--- src/rtl/cache_tag_ctrl_if.sv ---
// Bus bundle for the two-way cache tag controller: CPU request/response,
// tag store port, LRU store port and line-transfer handshake.
interface cache_tag_ctrl_if;
  // Requests follow valid/ready: a request transfers on a rising edge where
  // req_valid and req_ready are both high. resp_valid is a single-cycle pulse
  // with no back-pressure. mem_req is held until a one-cycle mem_ack pulse.
  logic        req_valid;
  logic        req_ready;
  logic [31:0] req_addr;
  logic        req_we;

  logic        resp_valid;
  logic        resp_hit;
  logic        resp_way;

  logic [8:0]  tag_addr;
  logic [1:0]  tag_we;
  logic [35:0] tag_din;
  logic [35:0] tag_dout;

  logic        lru_req;
  logic [8:0]  lru_addr;
  logic [1:0]  lru_hit;
  logic        lru_flag;

  logic        mem_req;
  logic        mem_we;
  logic [31:0] mem_addr;
  logic        mem_ack;

  modport master (
    output req_valid, req_addr, req_we, tag_dout, lru_flag, mem_ack,
    input  req_ready, resp_valid, resp_hit, resp_way,
    input  tag_addr, tag_we, tag_din, lru_req, lru_addr, lru_hit,
    input  mem_req, mem_we, mem_addr
  );

  modport slave (
    input  req_valid, req_addr, req_we, tag_dout, lru_flag, mem_ack,
    output req_ready, resp_valid, resp_hit, resp_way,
    output tag_addr, tag_we, tag_din, lru_req, lru_addr, lru_hit,
    output mem_req, mem_we, mem_addr
  );
endinterface

--- src/rtl/cache_tag_ctrl.sv ---
// Two-way set-associative tag controller: lookup, victim selection,
// dirty write-back, refill and tag/LRU update for one request at a time.
module cache_tag_ctrl #(
  parameter int WRITE_ALLOCATE = 1
) (
  input  logic             clk,
  input  logic             rst,
  cache_tag_ctrl_if.slave  bus,
  output logic [2:0]       o_dbg_state
);

  typedef enum logic [2:0] {
    S_IDLE   = 3'd0,
    S_LOOKUP = 3'd1,
    S_WB     = 3'd2,
    S_REFILL = 3'd3,
    S_UPDATE = 3'd4
  } state_t;

  state_t      r_state;
  state_t      w_state_nxt;

  logic [15:0] r_tag;
  logic [8:0]  r_index;
  logic        r_we;
  logic        r_victim;
  logic [15:0] r_vic_tag;

  logic [17:0] w_way_a;
  logic [17:0] w_way_b;
  logic        w_hit_a;
  logic        w_hit_b;
  logic        w_hit;
  logic        w_victim;
  logic [17:0] w_vic_entry;
  logic        w_vic_dirty;
  logic [17:0] w_new_entry;
  logic        w_no_alloc;

  // Entry layout per way: {valid, dirty, tag[15:0]}; way A in the upper half.
  assign w_way_a     = bus.tag_dout[35:18];
  assign w_way_b     = bus.tag_dout[17:0];
  assign w_hit_a     = w_way_a[17] && (w_way_a[15:0] == r_tag);
  assign w_hit_b     = w_way_b[17] && (w_way_b[15:0] == r_tag);
  assign w_hit       = w_hit_a || w_hit_b;

  // Fill empty ways first, A before B; otherwise the LRU store decides.
  assign w_victim    = !w_way_a[17] ? 1'b1 :
                       !w_way_b[17] ? 1'b0 : bus.lru_flag;
  assign w_vic_entry = w_victim ? w_way_a : w_way_b;
  assign w_vic_dirty = w_vic_entry[17] && w_vic_entry[16];

  // Store hits write {1,1,tag}; refill writes {1,we,tag}; both reduce to this.
  assign w_new_entry = {1'b1, r_we, r_tag};
  assign w_no_alloc  = r_we && (WRITE_ALLOCATE == 0);

  assign bus.lru_addr = r_index;
  assign o_dbg_state  = r_state;

  always_ff @(posedge clk) begin
    if (rst) begin
      r_state   <= S_IDLE;
      r_tag     <= '0;
      r_index   <= '0;
      r_we      <= 1'b0;
      r_victim  <= 1'b0;
      r_vic_tag <= '0;
    end else begin
      r_state <= w_state_nxt;
      if (r_state == S_IDLE && bus.req_valid) begin
        r_tag   <= bus.req_addr[31:16];
        r_index <= bus.req_addr[15:7];
        r_we    <= bus.req_we;
      end
      if (r_state == S_LOOKUP) begin
        r_victim  <= w_victim;
        r_vic_tag <= w_vic_entry[15:0];
      end
    end
  end

  always_comb begin
    w_state_nxt    = r_state;
    bus.req_ready  = 1'b0;
    bus.resp_valid = 1'b0;
    bus.resp_hit   = 1'b0;
    bus.resp_way   = 1'b0;
    bus.tag_addr   = r_index;
    bus.tag_we     = 2'b00;
    bus.tag_din    = {w_new_entry, w_new_entry};
    bus.lru_req    = 1'b0;
    bus.lru_hit    = 2'b00;
    bus.mem_req    = 1'b0;
    bus.mem_we     = 1'b0;
    bus.mem_addr   = '0;

    case (r_state)
      S_IDLE: begin
        bus.req_ready = 1'b1;
        // Address the tag store now so the entry is ready in LOOKUP.
        bus.tag_addr  = bus.req_addr[15:7];
        if (bus.req_valid) w_state_nxt = S_LOOKUP;
      end

      S_LOOKUP: begin
        if (w_hit) begin
          bus.resp_valid = 1'b1;
          bus.resp_hit   = 1'b1;
          bus.resp_way   = w_hit_a;
          bus.lru_req    = 1'b1;
          bus.lru_hit    = {w_hit_a, w_hit_b};
          if (r_we) bus.tag_we = w_hit_a ? 2'b10 : 2'b01;
          w_state_nxt    = S_IDLE;
        end else if (w_no_alloc) begin
          bus.resp_valid = 1'b1;
          bus.resp_way   = w_victim;
          w_state_nxt    = S_IDLE;
        end else begin
          w_state_nxt    = w_vic_dirty ? S_WB : S_REFILL;
        end
      end

      S_WB: begin
        bus.mem_req  = 1'b1;
        bus.mem_we   = 1'b1;
        bus.mem_addr = {r_vic_tag, r_index, 7'b0};
        if (bus.mem_ack) w_state_nxt = S_REFILL;
      end

      S_REFILL: begin
        bus.mem_req  = 1'b1;
        bus.mem_addr = {r_tag, r_index, 7'b0};
        if (bus.mem_ack) w_state_nxt = S_UPDATE;
      end

      S_UPDATE: begin
        bus.tag_we     = r_victim ? 2'b10 : 2'b01;
        bus.lru_req    = 1'b1;
        bus.lru_hit    = r_victim ? 2'b10 : 2'b01;
        bus.resp_valid = 1'b1;
        bus.resp_way   = r_victim;
        w_state_nxt    = S_IDLE;
      end

      default: w_state_nxt = S_IDLE;
    endcase
  end

endmodule
--- src/flat_wrapper.sv ---
// flat-port wrapper written by rule: the top's interface ports become plain ports
module cache_tag_ctrl_flat 
#(
  parameter int WRITE_ALLOCATE = 1
)
  (clk, rst, o_dbg_state, bus_req_valid, bus_req_addr, bus_req_we, bus_tag_dout, bus_lru_flag, bus_mem_ack, bus_req_ready, bus_resp_valid, bus_resp_hit, bus_resp_way, bus_tag_addr, bus_tag_we, bus_tag_din, bus_lru_req, bus_lru_addr, bus_lru_hit, bus_mem_req, bus_mem_we, bus_mem_addr);
  cache_tag_ctrl_if bus_i ();
  input  logic clk;
  input  logic rst;
  output logic [2:0] o_dbg_state;
  input wire logic [$bits(bus_i.req_valid)-1:0] bus_req_valid;
  input wire logic [$bits(bus_i.req_addr)-1:0] bus_req_addr;
  input wire logic [$bits(bus_i.req_we)-1:0] bus_req_we;
  input wire logic [$bits(bus_i.tag_dout)-1:0] bus_tag_dout;
  input wire logic [$bits(bus_i.lru_flag)-1:0] bus_lru_flag;
  input wire logic [$bits(bus_i.mem_ack)-1:0] bus_mem_ack;
  output wire logic [$bits(bus_i.req_ready)-1:0] bus_req_ready;
  output wire logic [$bits(bus_i.resp_valid)-1:0] bus_resp_valid;
  output wire logic [$bits(bus_i.resp_hit)-1:0] bus_resp_hit;
  output wire logic [$bits(bus_i.resp_way)-1:0] bus_resp_way;
  output wire logic [$bits(bus_i.tag_addr)-1:0] bus_tag_addr;
  output wire logic [$bits(bus_i.tag_we)-1:0] bus_tag_we;
  output wire logic [$bits(bus_i.tag_din)-1:0] bus_tag_din;
  output wire logic [$bits(bus_i.lru_req)-1:0] bus_lru_req;
  output wire logic [$bits(bus_i.lru_addr)-1:0] bus_lru_addr;
  output wire logic [$bits(bus_i.lru_hit)-1:0] bus_lru_hit;
  output wire logic [$bits(bus_i.mem_req)-1:0] bus_mem_req;
  output wire logic [$bits(bus_i.mem_we)-1:0] bus_mem_we;
  output wire logic [$bits(bus_i.mem_addr)-1:0] bus_mem_addr;
  assign bus_i.req_valid = bus_req_valid;
  assign bus_i.req_addr = bus_req_addr;
  assign bus_i.req_we = bus_req_we;
  assign bus_i.tag_dout = bus_tag_dout;
  assign bus_i.lru_flag = bus_lru_flag;
  assign bus_i.mem_ack = bus_mem_ack;
  assign bus_req_ready = bus_i.req_ready;
  assign bus_resp_valid = bus_i.resp_valid;
  assign bus_resp_hit = bus_i.resp_hit;
  assign bus_resp_way = bus_i.resp_way;
  assign bus_tag_addr = bus_i.tag_addr;
  assign bus_tag_we = bus_i.tag_we;
  assign bus_tag_din = bus_i.tag_din;
  assign bus_lru_req = bus_i.lru_req;
  assign bus_lru_addr = bus_i.lru_addr;
  assign bus_lru_hit = bus_i.lru_hit;
  assign bus_mem_req = bus_i.mem_req;
  assign bus_mem_we = bus_i.mem_we;
  assign bus_mem_addr = bus_i.mem_addr;
  cache_tag_ctrl #(.WRITE_ALLOCATE(WRITE_ALLOCATE)) u_core (.clk(clk), .rst(rst), .bus(bus_i), .o_dbg_state(o_dbg_state));
endmodule
--- config.mk ---
export PLATFORM = sky130hd
export DESIGN_NAME = cache_tag_ctrl_flat
export DESIGN_NICKNAME = d
export VERILOG_FILES = /design/src/rtl/cache_tag_ctrl_if.sv /design/src/rtl/cache_tag_ctrl.sv /design/src/flat_wrapper.sv
export SDC_FILE = /design/constraint.sdc
export NUM_CORES = 1
export LEC_CHECK = 0
export CAP_MARGIN = 20
export CORE_MARGIN = 2
export CORE_UTILIZATION = 41
export DETAILED_ROUTE_END_ITERATION = 16
export PLACE_DENSITY = 0.87
export SETUP_SLACK_MARGIN = 0.2
export SYNTH_ARGS = -nofsm -noshare
export SYNTH_HDL_FRONTEND = slang
export SYNTH_SLANG_ARGS = --single-unit
--- constraint.sdc ---
create_clock -name clk -period 8.1 [get_ports clk]
set_input_delay 2.025 -clock clk [delete_from_list [all_inputs] [get_ports clk]]
set_output_delay 2.025 -clock clk [all_outputs]
set_load 0.05 [all_outputs]
## Word level (Yosys, flattened, before mapping)

Cells that the tools add are included.
W data, S select, Z words.

- Equality and inequality tests: 9
- Mux-type cells: 26
- Reductions and logical operators: 8

Operator list:

| operator | count |
|---|---|
| $pmux W32 S2 | 1 |
| $eq A16 B16 Y1 | 2 |
| $mux W18 | 1 |
| $mux W3 | 4 |
| $pmux W3 S4 | 1 |
| $mux W2 | 5 |
| $mux W1 | 9 |
| $mux W9 | 1 |
| $pmux W2 S2 | 2 |
| $eq A3 B2 Y1 const B | 2 |
| $ne A2 B2 Y1 const B | 3 |
| $logic_and A1 B1 Y1 | 4 |
| $pmux W1 S2 | 2 |
| $eq A3 B1 Y1 const B | 1 |
| $eq A3 B3 Y1 const B | 1 |
| $logic_not A3 Y1 | 1 |
| $reduce_and A3 Y1 | 1 |
| $reduce_or A2 Y1 | 1 |
| $logic_or A1 B1 Y1 | 1 |

- Bits in registers: 46
- Bits of input ports: 74
- Output and inout port bits: 100
- Word-level logic and storage cells: 49

## Logic depth before layout (Yosys ltp)

- Word-level depth: 7
- Gate-level depth with buffers: 7

## Worst setup path before layout

OpenSTA, ideal clock, no wires.

- Kind: input to output
- Start point: in bus_tag_dout[3]
- End point: out bus_resp_valid
- Arrival time: 4.309 ns
- Setup slack: 1.766 ns
- Cell stages on the path: 6
- Path through: xor2_1 or4_1 nor4_1 nand3b_1 o211ai_1 buf_4

- Longest elaborated chain between the ends: 5

Ends and longest elaborated chain:

| what | RTL line | RTL |
|---|---|---|
| start, declared | flat_wrapper.sv:14 | `input wire logic [$bits(bus_i.tag_dout)-1:0] bus_tag_dout;` |
| $eq A16 B16 Y1 | cache_tag_ctrl.sv:44 | `assign w_hit_b = w_way_b[17] && (w_way_b[15:0] == r_tag);` |
| $logic_and A1 B1 Y1 | cache_tag_ctrl.sv:44 |  |
| $logic_or A1 B1 Y1 | cache_tag_ctrl.sv:45 | `assign w_hit = w_hit_a \|\| w_hit_b;` |
| $mux W1 | -- |  |
| $pmux W1 S2 | -- |  |
| end, declared | flat_wrapper.sv:18 | `output wire logic [$bits(bus_i.resp_valid)-1:0] bus_resp_valid;` |

Every way passes these cells.

## Worst setup path in the final report

- Start point: in bus_tag_dout[2]
- End point: out bus_lru_req

- Longest elaborated chain between the ends: 5

Ends and longest elaborated chain:

| what | RTL line | RTL |
|---|---|---|
| $eq A16 B16 Y1 | cache_tag_ctrl.sv:44 |  |
| $logic_and A1 B1 Y1 | cache_tag_ctrl.sv:44 |  |
| $logic_or A1 B1 Y1 | cache_tag_ctrl.sv:45 |  |
| $mux W1 | cache_tag_ctrl.sv:106 | `if (w_hit) begin` |
| $pmux W1 S2 | cache_tag_ctrl.sv:97 | `case (r_state)` |
| end, declared | flat_wrapper.sv:24 | `output wire logic [$bits(bus_i.lru_req)-1:0] bus_lru_req;` |

Every way passes these cells.

==> qor.csv <==
stage,metric,value,unit
run_status,status,"finished, final reports clean",
yosys,"EDFF count, synth",0,
pwr,pwr/cell area,322,nW/um^2
critical_path,Crit. End Element,output pin,
sta,fin crit share,0.848,
grt,first-pass GRT wire length,13900,um
sta,RSZ-0062 raised after global routing,no,
yosys,Ys Warns,0,
floorplanning,FP Rows,30,
yosys,#FFs+latches synth,46,
yosys,Syn Std Cell Area,2900,sq um
sta,Max Freq,146,MHz
yosys,synth unique cells,35,
clock_tree,CTS H-tree lvls,2,
clock_tree,Worst-path clk slew,0.08,ns
routing,detailed-route wire length per cell,15.8,um
routing,first-pass iteration count of the detailed router,4,
grt,largest net degree at the start of global routing,49,
placed_design,# placed instances,577,
sta,Fin Setup TNS,0,ns
clock_tree,Post-CTS Resized,0,
final_layout,Reg area,921,sq um
clock_tree,total setup buffers inserted after CTS,0,
sta,Tightest Pin Transition,1.02,ns
pwr,Lkg Pwr,1.66,nW
clock_tree,cts hold-fix bufs,0,
sta,Setup Skew,0.00855,ns
critical_path,CP Max Fanout,4,
routing,Final ANT Viol Nets,0,
run,max-cap viol count,0,
clock_tree,CTS tree,built,
critical_path,critical path type,in -> out,
sta,Final Max Tran Viols,0,
grt,initial antenna violation count,0,
routing,Top Metal Used,met4,
clock_tree,CTS Buf Count,5,
yosys,cell with the most instances after synthesis,nand2_1,
placed_design,Buffers on Ports,157,
routing,via-per-instance ratio,5.07,
yosys,dominant synthesized flop cell,dfxtp_1,
sta,minimum clock period,6.87,ns
floorplanning,die height,88.1,um
grt,GRT Total Usage,0.228,
final_layout,Diodes inserted,0,
critical_path,crit path DAT,4.85,ns
yosys,Synth async-reset ratio,0,
clock_tree,clock tree buffer depth,2,
routing,overall via count from detail_route,2971,
yosys,Synth top cells by count,"nand2_1 (60), dfxtp_1 (46), nor2_1 (36)",
final_layout,Non-Filler Instances,586,
final_layout,fin area,4440,sq um
final_layout,footprint of the multi-input gates,1690,sq um
yosys,Post-Synthesis Cells,365,
clock_tree,CTS Root Cell,clkbuf_8,
routing,DR WL met2,4650,um
critical_path,CP Data Required Time,6.08,ns
sta,final hold vios,0,
placed_design,dpl cell area,4330,sq um
sta,Slew headroom,0.319,
routing,drt total wl,9250,um
floorplanning,Initial Util,0.424,
routing,routed wl met3,615,um
floorplanning,Die ar.,7750,sq um
yosys,sequential cell area fraction in the yosys report,0.318,
final_layout,filler instances,614,
yosys,top-area cell type share of the netlist area,0.318,
placed_design,placer congestion estimate,0.813,
min_path,Worst Hold Class,reg -> reg,
routing,initial drt markers,99,
critical_path,Critical Path Start Type,primary input,
routing,# DRC,0,
pwr,peak supply drop,0.177,mV
final_layout,"Area growth, synth to finish",53.2,%
clock_tree,Skew-Pair Late Insertion Delay,0.30,ns
final_layout,layout cells sized above 1,0.0490,
yosys,Mean Syn Cell Area,7.94,sq um
clock_tree,clk sinks,46,
yosys,"top cells by area, synth","dfxtp_1 (32%), mux2i_1 (11%), nand2_1 (7.8%)",
placed_design,hpwl dp,7050,um
sta,Final Setup Violations,0,
floorplanning,I/O pins,174,
yosys,post-synth top area cell,dfxtp_1,
routing,Metal-1 WL,3870,um
grt,vias in the first global route,2852,
floorplanning,die width,88.1,um
floorplanning,CORE AREA,6830,sq um
grt,gr ovfl total,0,
final_layout,nets@finish,563,
==> logic make-up (layout without fill, tap and decap cells) <==
| group | after synthesis | in the layout | share of synthesized area |
|---|---|---|---|
| AOI/OAI and AO/OA | 55 | 55 | 0.117 |
| DFF | 46 | 46 | 0.318 |
| other | 2 | 9 | 0.00259 |
| buffers and inverters | 53 | 171 | 0.108 |
| and+or+nand+nor | 135 | 135 | 0.209 |
| xor gates and xnor gates | 32 | 32 | 0.0968 |
| muxes | 42 | 42 | 0.149 |
==> per-stage QoR <==
stage / hold slack [ns] / utilization / power (mW) / worst slack [ns]
after floorplan: 0.463 / - / 1.01 / 1.77
final: 0.490 / 0.650 / 1.43 / 1.23
after detailed placement: 0.481 / 0.634 / 1.28 / 1.25
after global routing: 0.516 / 0.650 / 1.51 / 1.09
after global placement: 0.468 / 0.634 / 1.26 / 1.34
after CTS: 0.493 / 0.647 / 1.42 / 1.23
==> cells in the final DEF (no fill, tap or decap), types with 2 or more instances in the layout <==
master and instances:
clkdlybuf4s50_1 156, nand2_1 60, dfxtp_1 46, nor2_1 36, mux2i_1 33, a21oi_1 26, xor2_1 24, a211oi_1 17
and2_1 11, mux2_2 9, conb_1 9, xnor2_1 8, o21ai_0 6, clkbuf_8 6, nor4_1 5, nor3_1 5
nand4_1 3, or4_1 3, nand3_1 3, buf_4 3, inv_1 2, nand2b_1 2, nor3b_1 2
==> critical path, cell delays in order <==
cell and delay, ns:
clkdlybuf4s50_1 0.46, xor2_1 0.18, or4_1 0.52, nor4_1 0.30
nand3b_1 0.23, o211ai_1 0.27, clkdlybuf4s50_1 0.85
==> registers in the layout, indices dropped and copies added (netlist names) <==
register,flops
u_core.o_dbg_state,3
u_core.r_we,1
u_core.r_victim,1
u_core.r_tag,16
u_core.bus.lru_addr,9
u_core.r_vic_tag,16
==> cell type report <==
class,count,share of cell area
Clock buffer,7,0.0195
Clock inverter,1,0.00113
Inverter,2,0.00169
Multi-Input combinational cell,273,0.382
Sequential cell,46,0.207
Tap cell,96,0.0271
Timing Repair Buffer,161,0.361
==> where the power goes <==
part,internal [mW],switching (mW)
combinational,0.326,0.605
clock,0.0690,0.0780
sequential,0.290,0.0592
total,0.685,0.742
==> routing by layer <==
metal,vias to the layer above,track usage
met4,0,0.0523
met5,-,0
met2,108,0.398
met3,13,0.0490
met1,1399,0.289
li1,1451,-
==> final timing paths <==
check | cells past startpoint | slack (ns) | from | endpoint
worst max-delay path | 7 | 1.23 | bus_tag_dout[2] | bus_lru_req
worst min-delay path | 2 | 0.49 | u_core.bus.lru_addr[4]$_SDFFE_PP0P_ | u_core.bus.lru_addr[4]$_SDFFE_PP0P_
worst max register to register | 6 | 5.82 | u_core.o_dbg_state[0]$_SDFFE_PP0P_ | u_core.r_tag[4]$_SDFFE_PP0P_
worst min register to register | 2 | 0.49 | u_core.bus.lru_addr[4]$_SDFFE_PP0P_ | u_core.bus.lru_addr[4]$_SDFFE_PP0P_
(Power assumes the default switching activity.)
